File: src/rtl/video_timing_gen.sv
// video_timing_gen: programmable raster counter with registered position, line/frame strobes
// and hsync/vsync delayed by SYNC_DELAY pixel ticks to match downstream pipelines.
module video_timing_gen #(
  parameter int H_ACTIVE   = 640,
  parameter int H_FP       = 16,
  parameter int H_SYNC     = 96,
  parameter int H_BP       = 48,
  parameter int V_ACTIVE   = 480,
  parameter int V_FP       = 10,
  parameter int V_SYNC     = 2,
  parameter int V_BP       = 33,
  parameter bit H_POL      = 1'b0,
  parameter bit V_POL      = 1'b0,
  parameter int SYNC_DELAY = 2,
  localparam int H_TOTAL   = H_ACTIVE + H_FP + H_SYNC + H_BP,
  localparam int V_TOTAL   = V_ACTIVE + V_FP + V_SYNC + V_BP,
  localparam int XW        = $clog2(H_TOTAL),
  localparam int YW        = $clog2(V_TOTAL)
) (
  input  logic          i_clk,
  input  logic          i_rst_n,
  input  logic          i_pix_en,
  output logic [XW-1:0] o_x,
  output logic [YW-1:0] o_y,
  output logic          o_active,
  output logic          o_line_start,
  output logic          o_frame_start,
  output logic          o_hsync,
  output logic          o_vsync
);
  localparam int HS0 = H_ACTIVE + H_FP;
  localparam int HS1 = HS0 + H_SYNC - 1;
  localparam int VS0 = V_ACTIVE + V_FP;
  localparam int VS1 = VS0 + V_SYNC - 1;
  logic [XW-1:0] x_n;
  logic [YW-1:0] y_n;
  logic h_wrap, act_n, hs_n, vs_n, hs_q, vs_q;
  // everything registered is decoded from the next position so it lines up with o_x/o_y
  always_comb begin
    h_wrap = o_x == XW'(H_TOTAL - 1);
    x_n    = h_wrap ? '0 : o_x + 1'b1;
    y_n    = !h_wrap ? o_y : (o_y == YW'(V_TOTAL - 1)) ? '0 : o_y + 1'b1;
    act_n  = (x_n < XW'(H_ACTIVE)) && (y_n < YW'(V_ACTIVE));
    hs_n   = (x_n >= XW'(HS0) && x_n <= XW'(HS1)) ? H_POL : ~H_POL;
    vs_n   = (y_n >= YW'(VS0) && y_n <= YW'(VS1)) ? V_POL : ~V_POL;
  end
  always_ff @(posedge i_clk or negedge i_rst_n) begin
    if (!i_rst_n) begin
      o_x           <= XW'(H_TOTAL - 1);
      o_y           <= YW'(V_TOTAL - 1);
      o_active      <= 1'b0;
      o_line_start  <= 1'b0;
      o_frame_start <= 1'b0;
      hs_q          <= ~H_POL;
      vs_q          <= ~V_POL;
    end else begin
      o_line_start  <= i_pix_en && x_n == '0;
      o_frame_start <= i_pix_en && x_n == '0 && y_n == '0;
      if (i_pix_en) begin
        o_x      <= x_n;
        o_y      <= y_n;
        o_active <= act_n;
        hs_q     <= hs_n;
        vs_q     <= vs_n;
      end
    end
  end
  if (SYNC_DELAY == 0) begin : g_bypass
    assign o_hsync = hs_q;
    assign o_vsync = vs_q;
  end else begin : g_delay
    logic [SYNC_DELAY-1:0] hsr, vsr;
    always_ff @(posedge i_clk or negedge i_rst_n) begin
      if (!i_rst_n) begin
        hsr <= {SYNC_DELAY{~H_POL}};
        vsr <= {SYNC_DELAY{~V_POL}};
      end else if (i_pix_en) begin
        hsr <= SYNC_DELAY'({hsr, hs_q});
        vsr <= SYNC_DELAY'({vsr, vs_q});
      end
    end
    assign o_hsync = hsr[SYNC_DELAY-1];
    assign o_vsync = vsr[SYNC_DELAY-1];
  end
endmodule

File: config.mk
export PLATFORM = sky130hd
export DESIGN_NAME = video_timing_gen
export DESIGN_NICKNAME = d
export VERILOG_FILES = /design/src/rtl/video_timing_gen.sv
export SDC_FILE = /design/constraint.sdc
export NUM_CORES = 1
export LEC_CHECK = 0
export CAP_MARGIN = 20
export CORE_MARGIN = 2
export CORE_UTILIZATION = 58
export CTS_BUF_LIST = sky130_fd_sc_hd__clkbuf_8 sky130_fd_sc_hd__clkbuf_16
export DETAILED_ROUTE_END_ITERATION = 10
export HOLD_SLACK_MARGIN = 0.15
export PLACE_DENSITY = 0.84
export SLEW_MARGIN = 5
export SYNTH_ARGS = -nofsm -noshare
export SYNTH_HDL_FRONTEND = slang
export SYNTH_SLANG_ARGS = --single-unit
File: constraint.sdc
create_clock -name i_clk -period 6.5 [get_ports i_clk]
set_clock_uncertainty 0.1 [all_clocks]
set_input_delay 1.3 -clock i_clk [delete_from_list [all_inputs] [get_ports i_clk]]
set_output_delay 1.3 -clock i_clk [all_outputs]
set_load 0.02 [all_outputs]
==> flow_summary.yaml, run 1 <==
logic_synthesis:
  yosys.area.top_type_share_pct: 21.9
  yosys_warnings: 0
  synth-seq-area-share_pct: 38.9
  synth_flop_cell: "dfstp_2"
  syn_avg_cell_area_um2: 9.30
  synth-async-reset-ratio_pct: 100
  syn_nets: 214
  synthTopCellsByArea: "dfstp_2, dfrtp_1, xnor2_1, nor2_1, nand2_1"
  synth_cells: 206
  syn-cell-area_um2: 1920
  synth_seq_cells: 29
  synth_cell_types: 57
  synth-edff-count: 0
  synth_area_leader_cell: "dfstp_2"
global_route:
  antenna_found_initial: 0
  grt_pass1_wl_mm: 7.13
  grt_max_degree: 30
  grt_pass1_vias: 1550
  overflow: 0
  track_usage_pct: 25.7
setup_path:
  r2r_slack_ns: 3.82
  critPathLaunch: "i_pix_en"
  worstSetupPathType: "in -> reg"
  cpPeakStageDelay_ns: 1.01
  crit_fanout: 22
  cp_cell_sequence: "clkdlybuf4s50_1 -> inv_1 -> a21oi_1 -> nand3_1 -> nand2b_1 -> a2111oi_2 -> and4_1"
  crit_family: "buffers and inverters"
  slowest_stage: "clkdlybuf4s50_1"
  path_buf_inv: 2
  cp.depth: 7
  reg2reg_to: "o_frame_start$_DFF_PN0_"
  worstPathArrival_ns: 3.71
  r2r_start: "o_x[1]$_DFFE_PN1P_"
  critPathCapture: "o_frame_start$_DFF_PN0_"
  reg2regPathDepth: 7
  startpoint_type: "primary input"
  critPathCaptureType: "register"
  worstPathRequired_ns: 6.61
timing:
  fin_tns_setup_ns: 0
  drv_slew: 0
  fin_crit_ns: 3.59
  finalHoldViolations: 0
  rsz0062_at_grt: "no"
  tightest_slew_ns: 0.823
  timing.hold.ws_ns: 0.389
  setup_viol: 0
  max_freq_mhz: 278
  min_period_over_period_pct: 55.3
  max_slew_margin_pct: 45.0
pwr:
  irDropWorstVdd_mv: 0.264
  powerDensity_nw_per_um2: 334
  power_leakage_nw: 0.858
floorplan:
  fp-row-count: 20
  coreArea_um2: 3100
  die-width_um: 61.5
  dieArea_um2: 3780
  start_util_pct: 61.7
  pin_count: 28
  die_h_um: 61.5
routing:
  finalWirelength_mm: 4.33
  drc: 0
  drt_iter0_markers: 73
  final_antenna_net_count: 0
  avgViaCountPerCell: 6.07
  vias: 1652
  detail_route.wl_per_cell_um: 15.9
  drtPass1Iterations: 4
clock_tree:
  holdBufCountCts: 0
  numCtsBuffers: 5
  cts_tree: "yes"
  clock_sinks: 29
  htreeDepth: 2
  postCtsSetupRepairBufs: 0
  root_buffer: "clkbuf_8"
  clkTransAtPathRegs_ns: 0.06
  cts.path.max_buffers: 2
  clock_latency_ns: 0.28
  post_cts_resized: 0
placement:
  portBuffers: 27
  dp_hpwl_mm: 3.10
  place_congestion: 0.979
final_layout:
  final_layout_size_suffix_gt1_share_pct: 18.0
  diodes: 0
  fillers: 251
  area_growth_pct: 18.6
  final_nets: 235
job:
  cap_violations: 0
worst_hold_path:
  hold_path_class: "reg -> reg"
outcome:
  run_status: "completed"
flip-flops by register name, summed over array words and instances, names as in the netlist:
register,flops
o_y,10
vs_q,1
o_frame_start,1
o_line_start,1
g_delay.hsr,2
g_delay.vsr,2
o_active,1
o_x,10
hs_q,1
cell type report:
type | instances | area, um2 | share of cell area [%]
multi-input cells | 157 | 1070 | 47.1
inverters | 6 | 22.5 | 0.991
clock inverters | 1 | 5.00 | 0.220
clock buffers | 7 | 96.3 | 4.24
repair buffers | 28 | 278 | 12.2
flip-flops and latches | 29 | 746 | 32.8
well taps | 44 | 55.1 | 2.42
through the flow:
stage               setup slack, ns  std cells  power, mW  util, %  cell area (um2)
floorplan                      4.03        206      0.489        -             1920
global placement               2.76        264      0.579     70.0             2170
detailed placement             2.65        264      0.594     70.0             2170
CTS                            2.91        272      0.760     73.2             2270
global route                   2.68        272      0.805     73.2             2270
finish                         2.91        272      0.759     73.2             2270
placed cells by master, fill, tap and decap left out, types with 2 or more instances in the layout:
| cell | netlist | final |
|---|---|---|
| and3_1 | 3 | 3 |
| dfrtp_1 | 13 | 13 |
| a211oi_1 | 2 | 2 |
| o21ai_0 | 13 | 13 |
| mux2_2 | 6 | 6 |
| o31ai_1 | 4 | 4 |
| a21oi_1 | 3 | 3 |
| nor2_1 | 20 | 20 |
| xnor2_1 | 9 | 9 |
| o21ai_1 | 2 | 2 |
| or3_1 | 4 | 4 |
| nand4_1 | 4 | 4 |
| clkdlybuf4s50_1 | 0 | 27 |
| ha_1 | 5 | 5 |
| nand2b_1 | 5 | 5 |
| mux2i_1 | 3 | 3 |
| and2_1 | 2 | 2 |
| o41ai_1 | 2 | 2 |
| nand2_1 | 18 | 18 |
| inv_1 | 6 | 6 |
| xor2_1 | 6 | 6 |
| dfstp_2 | 16 | 16 |
| nor3_1 | 6 | 6 |
| or3_4 | 2 | 2 |
| and4_1 | 2 | 2 |
| nand3_1 | 8 | 8 |
| a31oi_1 | 3 | 3 |
| clkbuf_8 | 0 | 7 |
cell families (layout without fill, tap and decap cells):
logic type                 Yosys count  in the layout  synth area share (%)
AOI/OAI and AO/OA                   43             43                  16.0
xor gates and xnor gates            15             15                  6.86
adders and majority gates            5              5                  3.27
buffers and inverters               20             42                  5.23
DFF                                 29             29                  38.9
muxes                                9              9                  5.09
and+or+nand+nor                     85             85                  24.6
report_power, final:
part / total, mW / internal, mW / switching [mW]
combinational: 0.299 / 0.141 / 0.157
clock: 0.162 / 0.0955 / 0.0666
sequential: 0.298 / 0.229 / 0.0688
worst min-delay path by stage:
stage,cells past startpoint,slack [ns],to,start
finish,1,0.39,o_active$_DFFE_PN0P_,o_active$_DFFE_PN0P_
global route,1,0.41,o_active$_DFFE_PN0P_,o_active$_DFFE_PN0P_
CTS,1,0.40,o_active$_DFFE_PN0P_,o_active$_DFFE_PN0P_
detailed placement,1,0.38,o_active$_DFFE_PN0P_,o_active$_DFFE_PN0P_
global placement,1,0.39,o_active$_DFFE_PN0P_,o_active$_DFFE_PN0P_
floorplan,2,0.36,hs_q$_DFFE_PN1P_,hs_q$_DFFE_PN1P_
synthesized netlist by cell type, types with 2 or more instances:
cell type / number
a211oi_1: 2
nor3_1: 6
o21ai_1: 2
o31ai_1: 4
a21oi_1: 3
o41ai_1: 2
dfrtp_1: 13
ha_1: 5
or3_4: 2
nand3_1: 8
mux2i_1: 3
nand2b_1: 5
xnor2_1: 9
and2_1: 2
or3_1: 4
a31oi_1: 3
o21ai_0: 13
buf_2: 4
inv_1: 6
nand2_1: 18
and4_1: 2
nand4_1: 4
dfstp_2: 16
and3_1: 3
xor2_1: 6
mux2_2: 6
clkbuf_1: 5
nor2_1: 20
buf_6: 2
metal layers:
layer  share of wire (%)  vias to the layer above  track usage (%)
met5                   0                        -                0
met4                 1.8                        0             11.2
met3                 6.9                        7             5.88
met2                  46                       64             39.7
met1                  45                      799             34.7
li1                    -                      782                -
Power figures use the tool's default switching activity.
==> run 2: changes to the inputs <==
CORE_UTILIZATION = 54   (was 58)
PLACE_DENSITY = 0.79   (was 0.84)
clock period = 3.45 ns   (was 6.5 ns; I/O delays follow)
==> flow_summary.yaml, run 2 (synthesis gave the netlist of run 1 again) <==
outcome:
  run_status: "completed"
timing:
  finalHoldViolations: 0
  min_period_over_period_pct: 75.5
  tightest_slew_ns: 0.621
  max_freq_mhz: 384
  rsz0062_at_grt: "no"
  setup_viol: 0
  drv_slew: 0
  fin_tns_setup_ns: 0
  fin_crit_ns: 2.60
  max_slew_margin_pct: 58.3
placement:
  dp_hpwl_mm: 3.04
  post_dp_cell_area_um2: 2180
  portBuffers: 27
  place_inst: 267
  place_congestion: 0.965
setup_path:
  worstPathArrival_ns: 2.72
  crit_fanout: 13
  cp_cell_sequence: "ha_1 -> and4_4 -> and3_4 -> o21bai_2 -> or3_4 -> a2111oi_2 -> and4_1"
  slowest_stage: "dfstp_2"
  startpoint_type: "register"
  worstSetupPathType: "reg -> reg"
  cpPeakStageDelay_ns: 0.59
  worstPathRequired_ns: 3.56
  critPathCaptureType: "register"
final_layout:
  final_layout_size_suffix_gt1_share_pct: 18.3
  largest_registers: "o_x: 10 flops, o_y: 10 flops"
  regArea_um2: 746
  diodes: 0
  final_common_cell: "clkdlybuf4s50_1"
  mostFrequentLayoutCells: "clkdlybuf4s50_1, nor2_1, nand2_1"
  fillers: 279
  fin_cells: 275
  area_growth_pct: 19.1
  final_area_um2: 2280
  multi_input_area_um2: 1070
  final_nets: 236
routing:
  avgViaCountPerCell: 6.01
  drt_iter0_markers: 100
  drtPass1Iterations: 5
  vias: 1654
  finalWirelength_mm: 4.27
  drc: 0
  final_antenna_net_count: 0
  detail_route.wl_per_cell_um: 15.5
clock_tree:
  numCtsBuffers: 5
  holdBufCountCts: 0
  cts.path.max_buffers: 2
  root_buffer: "clkbuf_8"
  htreeDepth: 2
  cts_tree: "yes"
  post_cts_resized: 0
  clock_sinks: 29
  clock_latency_ns: 0.28
  postCtsSetupRepairBufs: 0
  clkTransAtPathRegs_ns: 0.06
global_route:
  grt_pass1_wl_mm: 7.06
  grt_pass1_vias: 1474
  grt_max_degree: 30
  track_usage_pct: 22.6
  overflow: 0
  antenna_found_initial: 0
worst_hold_path:
  hold_path_class: "reg -> reg"
floorplan:
  start_util_pct: 57.0
  pin_count: 28
  coreArea_um2: 3360
  dieArea_um2: 4040
  fp-row-count: 21
  die-width_um: 63.6
  die_h_um: 63.6
pwr:
  powerDensity_nw_per_um2: 625
  irDropWorstVdd_mv: 0.472
  p_total_mw: 1.43
  power_leakage_nw: 0.863
job:
  cap_violations: 0
run 2: per-stage QoR:
stage | worst slack (ns) | hold WS (ns) | util [%]
2_1_floorplan | 1.02 | 0.294 | -
3_3_place_gp | 0.957 | 0.387 | 64.8
3_5_place_dp | 0.874 | 0.398 | 64.8
4_1_cts | 0.850 | 0.406 | 67.9
5_1_grt | 0.724 | 0.426 | 67.9
6_report | 0.846 | 0.411 | 67.9
run 2: routing by layer:
metal,share of wire [%],global-route usage [%]
met1,44,30.9
met2,47,33.8
met3,6.6,5.18
met4,2.2,10.9
met5,0,0
run 2: path summary, 6_finish.rpt:
path / from / to / slack [ns] / cells after the start
hold reg to reg: o_y[9]$_DFFE_PN1P_ / o_y[9]$_DFFE_PN1P_ / 0.41 / 2
setup reg to reg: o_x[1]$_DFFE_PN1P_ / o_frame_start$_DFF_PN0_ / 0.85 / 7
min in group asynchronous: i_rst_n / o_x[5]$_DFFE_PN0P_ / 0.68 / 2
setup / recovery: o_x[1]$_DFFE_PN1P_ / o_frame_start$_DFF_PN0_ / 0.85 / 7
max in group asynchronous: i_rst_n / g_delay.vsr[1]$_DFFE_PN1P_ / 2.25 / 2
hold / removal: o_y[9]$_DFFE_PN1P_ / o_y[9]$_DFFE_PN1P_ / 0.41 / 2
run 2: layout make-up:
class                      count  share of cell area [%]
inverter                       6                   0.987
timing repair buffer          29                    12.5
sequential                    29                    32.7
clock inverter                 1                   0.219
clock buffer                   7                    4.22
multi-input combinational    157                    46.9
tap                           46                    2.52
run 2: where the power goes:
| part | leakage (nW) | switching [mW] | internal [mW] |
|---|---|---|---|
| Combinational | 0.471 | 0.297 | 0.269 |
| Sequential | 0.338 | 0.131 | 0.431 |
| Clock | 0.0542 | 0.120 | 0.180 |
run 2: worst max-delay path: cells and delay by family (launching register included):
family | cells | cell delay (ns)
AOI/OAI and AO/OA | 2 | 0.38
adders and majority gates | 1 | 0.26
DFF | 1 | 0.59
and+or+nand+nor | 4 | 1.20
